--- src/rtl/instr_encoder.sv ---
// instr_encoder: packs lw/sw/beq requests into RV32I words and streams them through a 2-entry skid buffer (optional immediate range check: ENC_RANGE_CHK_EN).
module instr_encoder #(
  parameter logic [31:0] ADDR_STEP = 32'd4,
  parameter logic [31:0] ADDR_BASE = 32'h0
) (
  input  logic        clk,
  input  logic        rst,
  input  logic        clr,
  input  logic        in_valid,
  output logic        in_ready,
  input  logic [1:0]  in_op,
  input  logic [4:0]  in_rd,
  input  logic [4:0]  in_rs1,
  input  logic [4:0]  in_rs2,
  input  logic [31:0] in_imm,
  output logic        out_valid,
  input  logic        out_ready,
  output logic [31:0] out_instr,
  output logic [31:0] out_addr,
  output logic        out_err,
  output logic        err
);
  typedef enum logic [1:0] {EMPTY, ONE, TWO} state_t;
  state_t      state;
  logic [31:0] skid_instr;
  logic        skid_err;
  logic [31:0] lw_w, sw_w, beq_w, enc_word;
  logic        range_bad, enc_bad, acc, hs;
  assign acc = in_valid & in_ready;
  assign hs  = out_valid & out_ready;
  assign lw_w  = {in_imm[11:0], in_rs1, 3'b010, in_rd, 7'b0000011};
  assign sw_w  = {in_imm[11:5], in_rs2, in_rs1, 3'b010, in_imm[4:0], 7'b0100011};
  assign beq_w = {in_imm[12], in_imm[10:5], in_rs2, in_rs1, 3'b000, in_imm[4:1], in_imm[11], 7'b1100011};
`ifdef ENC_RANGE_CHK_EN
  assign range_bad = (in_op == 2'b10)
    ? ($signed(in_imm) < -4096 || $signed(in_imm) > 4094 || in_imm[0])
    : ($signed(in_imm) < -2048 || $signed(in_imm) > 2047);
`else
  logic imm_unused;
  assign imm_unused = ^in_imm[31:13];
  assign range_bad  = 1'b0;
`endif
  assign enc_bad  = (in_op == 2'b11) | range_bad;
  assign enc_word = enc_bad ? 32'h0 : in_op == 2'b00 ? lw_w : in_op == 2'b01 ? sw_w : beq_w;
  // MAIN is the output register set; SKID only holds a word while stalled in TWO
  always_ff @(posedge clk or posedge rst) begin
    if (rst) begin
      state      <= EMPTY;
      in_ready   <= 1'b1;
      out_valid  <= 1'b0;
      out_instr  <= 32'h0;
      out_err    <= 1'b0;
      out_addr   <= ADDR_BASE;
      err        <= 1'b0;
      skid_instr <= 32'h0;
      skid_err   <= 1'b0;
    end else begin
      out_addr <= clr ? ADDR_BASE : hs ? out_addr + ADDR_STEP : out_addr;
      err      <= (err & ~clr) | (acc & enc_bad);
      case (state)
        EMPTY: if (acc) begin
          out_instr <= enc_word;
          out_err   <= enc_bad;
          out_valid <= 1'b1;
          state     <= ONE;
        end
        ONE: if (acc && !hs) begin
          skid_instr <= enc_word;
          skid_err   <= enc_bad;
          in_ready   <= 1'b0;
          state      <= TWO;
        end else if (acc) begin
          out_instr <= enc_word;
          out_err   <= enc_bad;
        end else if (hs) begin
          out_valid <= 1'b0;
          state     <= EMPTY;
        end
        TWO: if (hs) begin
          out_instr <= skid_instr;
          out_err   <= skid_err;
          in_ready  <= 1'b1;
          state     <= ONE;
        end
        default: state <= EMPTY;
      endcase
    end
  end
endmodule

--- config.mk ---
export PLATFORM = sky130hd
export DESIGN_NAME = instr_encoder
export DESIGN_NICKNAME = d
export VERILOG_FILES = /design/src/rtl/instr_encoder.sv
export SDC_FILE = /design/constraint.sdc
export NUM_CORES = 1
export LEC_CHECK = 0
export ABC_AREA = 1
export CORE_ASPECT_RATIO = 1.1
export CORE_UTILIZATION = 53
export DETAILED_ROUTE_END_ITERATION = 8
export PLACE_DENSITY = 0.86
export REMOVE_ABC_BUFFERS = 1
export SYNTH_ARGS = -nofsm -noshare
export SYNTH_HDL_FRONTEND = slang
export SYNTH_SLANG_ARGS = --single-unit
--- constraint.sdc ---
create_clock -name clk -period 4.5 [get_ports clk]
set_input_delay 0.45 -clock clk [delete_from_list [all_inputs] [get_ports clk]]
set_output_delay 0.45 -clock clk [all_outputs]
set_load 0.01 [all_outputs]
==> metrics.json, run 1 <==
{
  "synth.mux.area_fraction_pct": 0,
  "timing_worst_setup_path_type": "flop to flop",
  "layout-drive-gt1-share_pct": 5.07,
  "relative_area_change_from_synthesis_to_final_layout_pct": 24.5,
  "cp-startpoint": "state[1]",
  "max-clock-path-buffers": 2,
  "worst_r2r_startpoint": "state[1]",
  "std_cell_rows": 35,
  "fin_tns_setup_ps": 0,
  "max-cap-violations": 0,
  "root_buffer": "clkbuf_8",
  "tritoncts": "done",
  "insertedDiodeCount": 0,
  "syn_avg_cell_area_um2": 7.49,
  "p_leak_nw": 2.76,
  "layout.cells.most_common_list": "195 x nand2_1, 95 x clkdlybuf4s50_1, 88 x dfrtp_1",
  "synth_compound_gate_area_share_pct": 12.7,
  "finalPower_mw": 1.49,
  "finalCritPeriodShare_pct": 54.3,
  "async_reset_ff_share_pct": 100,
  "adder_cell_share_of_the_synthesized_area_pct": 1.34,
  "synth_xor_xnor_area_share_pct": 0.188,
  "portBuffers": 95,
  "critical-path-top-cell-by-count": "nand2_1",
  "synth_cell_types": 34,
  "power_density_nw_per_um2": 256,
  "layoutNonFillerInstCount": 821,
  "post_cts_hold_fix_bufs": 0,
  "synthesis.yosys.warnings": 0,
  "critical_path.startpoint_type": "flop",
  "global_route.usage.total_pct": 26.2,
  "detailroute.via_count": 4332,
  "max_freq_ghz": 0.410,
  "mostFrequentLayoutCell": "nand2_1",
  "status": "completed",
  "floorplan.core_area_um2": 8450,
  "drt_first_iter_violations": 282,
  "cts_sinks": 89,
  "number_of_global_route_vias_before_repair": 4244,
  "synth_edf_count": 0,
  "grt_pass1_wl_um": 19200,
  "yosys.area_share.simple_pct": 27.7,
  "initial_utilization_pct": 55.2,
  "final_nets": 764,
  "synth_top_area_share_pct": 47.2,
  "cts_inserted_buffers": 9,
  "relSlewSlack_pct": 33.4,
  "finalWorstPathRequiredPeriod_ps": 2440,
  "multi_input_area_um2": 1990,
  "critPathRequiredTime_ps": 4820,
  "worst_ir_drop_vdd_v": 0.000194,
  "drtPass1Iterations": 4,
  "timing.clock.skew_ps": 8.41,
  "synth_top_family_by_area": "simple AND/OR/NAND/NOR gates",
  "worst_setup_hold_path_clk_slew_ps": 100,
  "die_y_um": 100,
  "worstPathMaxFanout": 31,
  "critical_path.top_delay_family": "simple AND/OR/NAND/NOR gates",
  "yosys_register_bits": 89,
  "cts.repair_timing.setup_buffer_count": 0,
  "numPlacedInstances": 805,
  "final-setup-viol-count": 0,
  "yosys_most_used_dff": "dfrtp_1",
  "crit_slowest_cell": "dfrtp_1",
  "fill_cells": 675,
  "antenna_violating_nets_post_route": 0,
  "worstSkewPairLatency_ps": 370,
  "min_delay_src": "out_instr[15]",
  "route.final.wire_length_um": 11000,
  "cp_cell_sequence": "nand2_2, inv_2, nand2_1, nand3_4, inv_4, o211ai_1, nand2_1",
  "critical_path_arrival_ps": 2760,
  "synth_largest_area_cell": "dfrtp_1",
  "setup_repair_after_global_routing_missed_its_margin": "false",
  "hold_viol": 0,
  "post_synth_inst_count": 623,
  "hold_path.class": "flop to flop",
  "antenna_found_initial": 0,
  "critical_path.max_stage_delay_ps": 430,
  "ctsHtreeMaxLevel": 3,
  "vias_per_cell": 5.28,
  "hpwl_um": 7520,
  "detail_route.drc_violations": 0,
  "globalRoute.totalOverflow": 0,
  "wl_per_cell_um": 13.4,
  "post_cts_resized": 0,
  "fp.dieArea_um2": 9190,
  "grt_max_degree": 51,
  "report.final.slew_viol_count": 0,
  "syn_area_um2": 4670,
  "gp_congestion": 0.890,
  "sequential_area_um2": 2230,
  "timing.critical_path.buf_inv": 2,
  "ioPinCount": 122,
  "die_width_um": 91.5,
  "fin_worst_hold_slack_ps": 489,
  "ys_seq_area_share_pct": 47.7,
  "synth_top_cells_by_area": "dfrtp_1 47%, nand2_1 16%, nor2_1 6.1%",
  "critPathCaptureType": "flop",
  "max_slew.worst_pin.slew_ps": 999
}
==> metrics by stage <==
step | worst slack (ps) | instance area [um2] | utilization, %
floorplan | 1740 | 4500 | -
global placement | 1870 | 5600 | 66.3
detailed placement | 1820 | 5600 | 66.3
CTS | 2050 | 5810 | 68.7
global route | 1810 | 5810 | 68.7
finish | 2060 | 5810 | 68.7
==> synth_stat cells (2+ instances only) <==
cell      number
nand2_1      195
dfrtp_1       88
nor2_1        76
inv_1         70
o21ai_0       45
o211ai_1      23
a21oi_1       22
nand3_1       17
o21ai_1       13
clkbuf_1      10
buf_4          9
nand4_1        8
buf_2          7
ha_1           5
nor2_2         5
buf_6          4
inv_2          4
nor3_1         3
nand2_2        2
nand2_4        2
nor2_4         2
==> path summary, 6_finish.rpt <==
kind                                   to  slack (ps)  cells after the start
max                         out_instr[30]        2060                      7
min                         out_instr[15]         490                      2
max reg2reg                 out_instr[30]        2060                      7
min reg2reg                 out_instr[15]         490                      2
max in group asynchronous  skid_instr[22]        2930                      3
min in group asynchronous   out_instr[16]         540                      2
==> power breakdown <==
part	total, mW	internal [mW]	switching (mW)
clock network	0.591	0.269	0.322
registers	0.799	0.799	0.000000000000000396
logic	0.0971	0.0401	0.0570
total	1.49	1.11	0.379
==> worst reg2reg max path, stage by stage (launching register included) <==
cell and delay [ps]:
dfrtp_1 430, nand2_2 430, inv_2 330, nand2_1 220, nand3_4 340, inv_4 380, o211ai_1 180, nand2_1 90
==> per-layer routing <==
metal	track usage, %	up-vias	wire length [um]
met5	0	-	0
met4	11.5	0	307
met3	4.77	27	632
met2	44.2	170	5280
met1	33.1	2014	4820
li1	-	2121	-
==> logic make-up after synthesis <==
family / after synthesis
buffers and inverters: 107
AND/OR/NAND/NOR: 314
adder cells (fa/ha/maj): 5
other: 1
AO/OA/AOI/OAI: 106
XOR/XNOR: 1
flip-flops: 89
==> area by class of cell <==
class	instances	share of cell area, %
Clock buffer	9	2.13
Clock inverter	7	1.49
Inverter	76	4.97
Multi-Input combinational cell	433	34.2
Sequential cell	89	38.4
Tap cell	111	2.39
Timing Repair Buffer	96	16.5
==> flip-flops by register name, indices dropped and copies added (netlist names) <==
name / cells
out_addr: 30
out_instr: 26
skid_instr: 26
state: 2
err: 1
in_ready: 1
out_err: 1
out_valid: 1
skid_err: 1
Power figures use the tool's default switching activity.
==> inputs of run 2 (changes only) <==
- CORE_UTILIZATION: 53 -> 44
- PLACE_DENSITY: 0.86 -> 0.76
- clock period: 4.5 -> 2.2 ns (I/O delays scaled with it)
==> run 2 against run 1 <==
  * Clock power grew to 2.6 times the previous value
  * Worst hold slack lost 360 ps
  * Clock-buffer cell count grew 3
  * Register-to-register slack worse by 1600 ps
  * Final cell count rose by 5.0%
  * Cell area up 3.7%
  * Global-route usage shrank 4.4 points
  * Largest cell class unchanged
  * Setup slack got worse by 1600 ps
==> metrics.json, run 2 (same netlist as run 1, synthesis figures left out) <==
{
  "drt_first_iter_violations": 267,
  "antenna_found_initial": 0,
  "cts_sinks": 89,
  "largest_reg_flops": 30,
  "finalPower_mw": 3.41,
  "finalCritPeriodShare_pct": 80.2,
  "final-setup-viol-count": 0,
  "timing_worst_setup_path_type": "flop to flop",
  "biggestRegsByFlops": "out_addr (30), out_instr (26), skid_instr (26)",
  "final_nets": 773,
  "finalWorstPathRequiredPeriod_ps": 1770,
  "cts_inserted_buffers": 9,
  "mostFrequentLayoutCell": "nand2_1",
  "crit_slowest_cell": "dfstp_2",
  "critPathRequiredTime_ps": 2470,
  "detail_route.drc_violations": 0,
  "globalRoute.totalOverflow": 0,
  "detailedPlace.worstSlack_ps": 244,
  "gp_congestion": 0.895,
  "sequential_area_um2": 2230,
  "relative_area_change_from_synthesis_to_final_layout_pct": 29.1,
  "post_cts_resized": 0,
  "report.final.slew_viol_count": 0,
  "number_of_global_route_vias_before_repair": 4131,
  "floorplan.core_area_um2": 10300,
  "std_cell_rows": 39,
  "global_route.usage.total_pct": 21.8,
  "critical_path.startpoint_type": "flop",
  "regMostFlops": "out_addr",
  "hpwl_um": 8110,
  "worst_ir_drop_vdd_v": 0.000398,
  "die_y_um": 110,
  "max-clock-path-buffers": 2,
  "status": "completed",
  "p_leak_nw": 2.85,
  "worstPathMaxFanout": 25,
  "critical_path.top_delay_family": "flip-flops",
  "worst_setup_hold_path_clk_slew_ps": 60,
  "multi_input_area_um2": 1990,
  "timing.clock.skew_ps": 5.95,
  "power_density_nw_per_um2": 565,
  "cp_cell_sequence": "nand2_1, o21ai_1, nand3_4, inv_4, o211ai_1, nand2_1",
  "grt_pass1_wl_um": 18800,
  "layout.cells.most_common_list": "195 x nand2_1, 95 x clkdlybuf4s50_1, 88 x dfrtp_1",
  "fill_cells": 958,
  "hold_path.class": "primary input to asynchronous set/reset pin",
  "die_width_um": 100,
  "insertedDiodeCount": 0,
  "placed_cell_area_um2": 5720,
  "cts.repair_timing.setup_buffer_count": 0,
  "initial_utilization_pct": 45.1,
  "portBuffers": 95,
  "root_buffer": "clkbuf_16",
  "critPathCaptureType": "flop",
  "ctsHtreeMaxLevel": 3,
  "detailroute.via_count": 4277,
  "fp.dieArea_um2": 11000,
  "max_freq_ghz": 0.566,
  "worst_slack_ps": 435,
  "drtPass1Iterations": 4,
  "layout-drive-gt1-share_pct": 6.12,
  "timing.critical_path.buf_inv": 1,
  "final_core_utilization_pct": 58.3,
  "tritoncts": "done",
  "critical_path.max_stage_delay_ps": 540,
  "critical_path_arrival_ps": 2040,
  "antenna_violating_nets_post_route": 0,
  "hold_viol": 0,
  "setup_repair_after_global_routing_missed_its_margin": "false",
  "grt_max_degree": 57,
  "post_cts_hold_fix_bufs": 0,
  "critical-path-top-cell-by-count": "nand2_1",
  "wl_per_cell_um": 12.9,
  "worstSkewPairLatency_ps": 340,
  "final_area_um2": 6030,
  "vias_per_cell": 4.96,
  "max-cap-violations": 0,
  "route.final.wire_length_um": 11200,
  "ioPinCount": 122
}
run 2: cell types whose count changed in the layout (fill, tap and decap cells not counted):
cell	previous run	this run
clkbuf_8	9	2
clkbuf_1	0	1
buf_12	0	1
clkinv_2	1	2
inv_6	2	0
inv_8	2	0
buf_4	1	9
clkbuf_16	0	9
run 2: path summary, 6_finish.rpt:
path                          startpoint              to  slack, ps  depth (start not counted)
max                             in_ready   out_instr[25]        430                          6
min                                  rst  skid_instr[29]        130                          2
max reg2reg                     in_ready   out_instr[25]        430                          6
min reg2reg                out_instr[20]   out_instr[20]        480                          2
max in group asynchronous            rst        in_ready       1460                          3
min in group clk                     clr     out_addr[4]        450                          2
run 2: area by class of cell:
cell class	count	area share, %
Clock buffer	12	4.25
Clock inverter	4	0.851
Inverter	76	4.79
Multi-Input combinational cell	433	32.9
Sequential cell	89	37.0
Tap cell	143	2.97
Timing Repair Buffer	105	17.2
run 2: layer usage:
layer  part of all wire (%)  vias up  GRT usage [%]  routed length [um]
met5                      0        -              0                   0
met4                    1.1        0           8.28                 124
met3                    5.5       10           4.85                 614
met2                     49      110           36.7                5430
met1                     45     2026           27.5                4980
li1                       -     2131              -                   -
run 2: worst register-to-register path, delay by kind of cell, from the launching register on:
family | cells | cell delay (ps)
AOI/OAI and AO/OA | 2 | 410
buffers and inverters | 1 | 300
and+or+nand+nor | 3 | 460
DFF | 1 | 540
run 2: stage by stage:
step	instances	setup TNS, ps	hold slack [ps]
2_1_floorplan	598	-28620	286
3_3_place_gp	846	0	463
3_5_place_dp	846	0	465
4_1_cts	862	0	133
5_1_grt	862	0	155
6_report	862	0	134
run 2: power breakdown:
part,internal (mW),switching (mW),total [mW]
combinational,0.0893,0.116,0.205
sequential,1.64,0.000000000000000742,1.64
clock,0.942,0.622,1.56
total,2.67,0.738,3.41
